===== src/rtl/regfile_pkg.sv =====
// regfile_pkg: shared defaults, address/data types and the hardwired-zero address
package regfile_pkg;
  localparam int XLEN_DEF = 32;
  localparam int NREGS_DEF = 32;
  localparam int AW_DEF = $clog2(NREGS_DEF);
  typedef logic [AW_DEF-1:0] reg_addr_t;
  typedef logic [XLEN_DEF-1:0] xlen_t;
  localparam reg_addr_t ZERO_ADDR = '0;
endpackage


===== src/rtl/regfile_scoreboard.sv =====
// regfile_scoreboard: per-register pending bits with allocate-over-writeback priority
module regfile_scoreboard import regfile_pkg::*; #(
  parameter int NREGS = NREGS_DEF,
  parameter int AW = $clog2(NREGS),
  parameter int NREAD = 2,
  parameter int NWRITE = 1,
  parameter int ZERO_REG = 1
) (
  input  logic                clk,
  input  logic                rst,
  input  logic [NWRITE-1:0]   wr_en,
  input  logic [NWRITE*AW-1:0] wr_addr,
  input  logic                alloc_en,
  input  logic [AW-1:0]       alloc_addr,
  input  logic [NREAD*AW-1:0] rd_addr,
  output logic [NREAD-1:0]    rd_pending
);
  logic [NREGS-1:0] pending, nxt;
  // allocate is applied after the clears: it belongs to a newer producer
  always_comb begin
    nxt = pending;
    for (int w = 0; w < NWRITE; w++)
      if (wr_en[w]) nxt[wr_addr[w*AW +: AW]] = 1'b0;
    if (alloc_en) nxt[alloc_addr] = 1'b1;
    if (ZERO_REG != 0) nxt[AW'(ZERO_ADDR)] = 1'b0;
  end
  always_ff @(posedge clk or posedge rst)
    if (rst) begin
      pending <= '0;
      rd_pending <= '0;
    end else begin
      pending <= nxt;
      for (int i = 0; i < NREAD; i++) rd_pending[i] <= nxt[rd_addr[i*AW +: AW]];
    end
endmodule


===== src/rtl/regfile_mp.sv =====
// regfile_mp: multi-port register file with write-first registered reads,
// fixed write priority, optional hardwired zero register and pending scoreboard
module regfile_mp import regfile_pkg::*; #(
  parameter int XLEN = XLEN_DEF,
  parameter int NREGS = NREGS_DEF,
  parameter int AW = $clog2(NREGS),
  parameter int NREAD = 2,
  parameter int NWRITE = 1,
  parameter int ZERO_REG = 1
) (
  input  logic                   clk,
  input  logic                   rst,
  input  logic [NREAD*AW-1:0]    rd_addr,
  output logic [NREAD*XLEN-1:0]  rd_data,
  output logic [NREAD-1:0]       rd_pending,
  input  logic [NWRITE-1:0]      wr_en,
  input  logic [NWRITE*AW-1:0]   wr_addr,
  input  logic [NWRITE*XLEN-1:0] wr_data,
  input  logic                   alloc_en,
  input  logic [AW-1:0]          alloc_addr
);
  logic [XLEN-1:0] regs [NREGS];
  logic [XLEN-1:0] nxt [NREGS];
  // later ports overwrite earlier ones, so the highest index wins
  always_comb begin
    nxt = regs;
    for (int w = 0; w < NWRITE; w++)
      if (wr_en[w] && !(ZERO_REG != 0 && wr_addr[w*AW +: AW] == AW'(ZERO_ADDR)))
        nxt[wr_addr[w*AW +: AW]] = wr_data[w*XLEN +: XLEN];
  end
  always_ff @(posedge clk or posedge rst)
    if (rst) begin
      for (int r = 0; r < NREGS; r++) regs[r] <= '0;
      rd_data <= '0;
    end else begin
      for (int r = 0; r < NREGS; r++) regs[r] <= nxt[r];
      for (int i = 0; i < NREAD; i++) rd_data[i*XLEN +: XLEN] <= nxt[rd_addr[i*AW +: AW]];
    end
  regfile_scoreboard #(
    .NREGS(NREGS), .AW(AW), .NREAD(NREAD), .NWRITE(NWRITE), .ZERO_REG(ZERO_REG)
  ) u_sb (
    .clk(clk), .rst(rst), .wr_en(wr_en), .wr_addr(wr_addr), .alloc_en(alloc_en),
    .alloc_addr(alloc_addr), .rd_addr(rd_addr), .rd_pending(rd_pending)
  );
endmodule


===== config.mk =====
export PLATFORM = sky130hd
export DESIGN_NAME = regfile_mp
export DESIGN_NICKNAME = d
export VERILOG_FILES = /design/src/rtl/regfile_pkg.sv /design/src/rtl/regfile_scoreboard.sv /design/src/rtl/regfile_mp.sv
export SDC_FILE = /design/constraint.sdc
export NUM_CORES = 2
export LEC_CHECK = 0
export CORE_ASPECT_RATIO = 0.7
export CORE_MARGIN = 3
export CORE_UTILIZATION = 45
export CTS_BUF_LIST = sky130_fd_sc_hd__clkbuf_8
export CTS_CLUSTER_DIAMETER = 150
export DETAILED_ROUTE_END_ITERATION = 6
export PLACE_DENSITY = 0.67
export SLEW_MARGIN = 25
export SYNTH_ARGS = -nofsm -noshare
export SYNTH_HDL_FRONTEND = slang
export SYNTH_SLANG_ARGS = --single-unit
export TNS_END_PERCENT = 20

===== constraint.sdc =====
create_clock -name clk -period 93.7 [get_ports clk]
set_input_delay 18.74 -clock clk [delete_from_list [all_inputs] [get_ports clk]]
set_output_delay 18.74 -clock clk [all_outputs]
set_load 0.005 [all_outputs]

==> flow_metrics.env <==
export IMPL_postCtsHoldBufs=0
export IMPL_cts_tree="yes"
export IMPL_r2r_end="rd_data[21]$_DFF_PP0_"
export IMPL_syn_inst=5363
export IMPL_min_period_ns=22.91
export IMPL_cts_root_buf="clkbuf_8"
export IMPL_final_common_cell="dfrtp_1"
export IMPL_holdPathStages=0
export IMPL_overflow=0
export IMPL_drive_gt1_share_pct=20.07
export IMPL_finalHoldViolCount=0
export IMPL_cts_max_level=4
export IMPL_max_cap_viol_count=0
export IMPL_start_util_pct=45.44
export IMPL_core_mm2=0.1335
export IMPL_clock_path_buffers=3
export IMPL_postCtsSetupBuffers=0
export IMPL_grt_pass1_wl_um=351000
export IMPL_cts_resized=0
export IMPL_worstMarginPinSlew_ns=1.245
export IMPL_synth_edff_count=0
export IMPL_instances_no_fill=7273
export IMPL_rrSetupSlack_ns=91.55
export IMPL_die_height_um=313.3
export IMPL_ys_async_sr_fraction_pct=100.0
export IMPL_dp_slack_ns=70.11
export IMPL_synth_seq_area_share_pct=46.22
export IMPL_end_kind="register"
export IMPL_tns_ns=0
export IMPL_clk_pin_slew_ns=0.07
export IMPL_syn_cell_area_mm2=0.06069
export IMPL_hold_path_class="reg -> reg"
export IMPL_row_count=112
export IMPL_p_sw_share_pct=32.06
export IMPL_nFillCells=11840
export IMPL_clock_sinks=1121
export IMPL_antenna_found_initial=29
export IMPL_yosysWarnings=0
export IMPL_syn_area_per_cell_um2=11.32
export IMPL_grt_start_max_net_pins=169
export IMPL_numPlacedInstances=6935
export IMPL_setup_viol=0
export IMPL_dp_hpwl_um=155200
export IMPL_worstHoldStart="regs[1022]$_DFF_PP0_"
export IMPL_power_switching_uw=436.9
export IMPL_relSlewSlack_pct=16.79
export IMPL_track_usage_pct=35.30
export IMPL_p_leak_uw=0.03508
export IMPL_port_buffers=121
export IMPL_reg2regPathDepth=6
export IMPL_via_per_inst=6.774
export IMPL_p_per_area_mw_per_mm2=20.31
export IMPL_cp_max_fo=30
export IMPL_fin_skew_ns=0.05867
export IMPL_peakVddDrop_uv=12.66
export IMPL_grt_pass1_vias=46620
export IMPL_violations="DRC"
export IMPL_routed_wl_um=250300
export IMPL_worst_slack_ns=70.79
export IMPL_final_core_util_pct=50.25
export IMPL_drt_pass1_iter_count=7
export IMPL_synth_distinct_cells=89
export IMPL_rsz0062_at_grt="false"
export IMPL_mostFrequentLayoutCells="dfrtp_1 (1121), inv_1 (800), mux2i_1 (765)"
export IMPL_status="complete, but fails checks"
export IMPL_ys_seq_elements=1121
export IMPL_p_int_uw=925.7
export IMPL_final_net_count=5400
export IMPL_p_comb_share_pct=24.7
export IMPL_arrival_ns=23.72
export IMPL_r2r_start="regs[597]$_DFF_PP0_"
export IMPL_worstSetupStartpoint="wr_addr[1]"
export IMPL_synth_fp_nets=5419
export IMPL_hold_path_end="regs[1022]$_DFF_PP0_"
export IMPL_clockPowerShare_pct=30.9
export IMPL_path_class="in -> reg"
export IMPL_pwr_share_seq_pct=44.4
export IMPL_fmax_mhz=43.65
export IMPL_route_detailed_drc=11
export IMPL_timing_final_crit_share_pct=24.45
export IMPL_drtIter0Drc=8616
export IMPL_ant_nets=0
export IMPL_vias=49270
export IMPL_wl_per_cell_um=34.41
export IMPL_cts_buffers=173
export IMPL_slew_violations=0
export IMPL_area_growth_pct=10.57
export IMPL_synth_flop_cell="dfrtp_1"
export IMPL_crit_path_start_kind="input port"
export IMPL_ios=122
export IMPL_dieArea_mm2=0.1394
export IMPL_clkLatencyLatePin_ns=0.95
export IMPL_die_w_um=444.9
export IMPL_required_ns=94.51
export IMPL_gp_congestion=0.9793
## synth_stat cells (all sizes together), types with 11 or more instances
master	count	area, µm²
inv	741	2781
nor3	86	435.4
a21oi	126	630.6
or3	18	112.6
o221ai	20	175.2
a221oi	14	122.6
a2111oi	12	107.6
o311ai	12	105.1
and2	11	68.81
dfrtp	1121	28050
mux2i	765	7657
nand3	53	265.3
nand2	324	1254
nor2	232	930.9
a22oi	55	412.9
o211ai	45	337.8
a211o	18	157.7
clkbuf	302	1134
a31oi	20	125.1
buf	188	953.4
o31ai	11	82.58
mux2	230	2590
o22ai	138	863.3
mux4	359	8085
a211oi	41	307.8
o21ai	188	940.9
o21a	16	120.1
a22o	37	324.1
## registers in the layout, summed over array words and instances, names as in the netlist
signal / flops
regs: 1024
rd_data: 64
u_sb.pending: 31
u_sb.rd_pending: 2
## kinds of logic (layout without fill, tap and decap cells)
| family | count (synthesis) | count (layout) | share of synthesized area [%] |
|---|---|---|---|
| simple gates | 798 | 798 | 6.014 |
| buf+inv | 1233 | 1341 | 8.034 |
| other cells | 0 | 35 | 0 |
| compound gates | 853 | 853 | 9.465 |
| mux | 1354 | 1354 | 30.21 |
| xor+xnor | 4 | 4 | 0.05774 |
| flops | 1121 | 1121 | 46.22 |
## worst max-delay path by stage
stage | to | depth (start not counted)
finish | rd_data[46]$_DFF_PP0_ | 10
global route | regs[39]$_DFF_PP0_ | 6
CTS | rd_data[46]$_DFF_PP0_ | 10
detailed placement | rd_data[46]$_DFF_PP0_ | 10
global placement | rd_data[46]$_DFF_PP0_ | 10
floorplan | rd_data[0]$_DFF_PP0_ | 1
## cell type report
| class | count | area [µm²] | share of cell area (%) |
|---|---|---|---|
| Clock inverter | 85 | 427.9 | 0.6377 |
| Multi-Input combinational cell | 3009 | 27930 | 41.62 |
| Inverter | 743 | 2796 | 4.167 |
| Tap cell | 1767 | 2211 | 3.295 |
| Antenna cell | 35 | 87.58 | 0.1305 |
| Sequential cell | 1121 | 28050 | 41.80 |
| Timing Repair Buffer | 296 | 2610 | 3.890 |
| Clock buffer | 217 | 2987 | 4.451 |
## per-layer routing
layer / track usage [%] / wire [µm] / share of wire, % / vias up
li1: - / - / - / 18990
met1: 47.91 / 95420 / 38 / 24840
met2: 44.21 / 94770 / 38 / 4459
met3: 18.68 / 42940 / 17 / 944
met4: 19.55 / 16240 / 6.5 / 34
met5: 2.692 / 893 / 0.36 / -
## power groups by stage
| stage | sequential, µW | clock, µW | combinational, µW |
|---|---|---|---|
| after global placement | 609 | 0 | 314 |
| final | 605 | 421 | 336 |
| after CTS | 604 | 421 | 324 |
| after detailed placement | 612 | 0 | 323 |
| after global routing | 612 | 443 | 358 |
| after floorplan | 606 | 0 | 228 |
## critical path: stages
cell and delay [ns]:
clkdlybuf4s50_1 0.46, buf_4 0.36, nand2_1 0.73, buf_4 0.47
nor2_4 0.58, buf_4 0.80, mux2_2 0.44, mux4_2 0.47
a221o_1 0.37, o221a_2 0.23
## per-stage QoR
stage	cell area (µm²)	hold WS, ns	power, µW
5_1_grt	67030	0.3974	1412
4_1_cts	66970	0.3818	1349
3_5_place_dp	63560	0.3684	934.9
2_1_floorplan	60690	0.4290	834.9
6_report	67100	0.4005	1363
3_3_place_gp	63540	0.3655	922.6
Power figures use the tool's default switching activity.
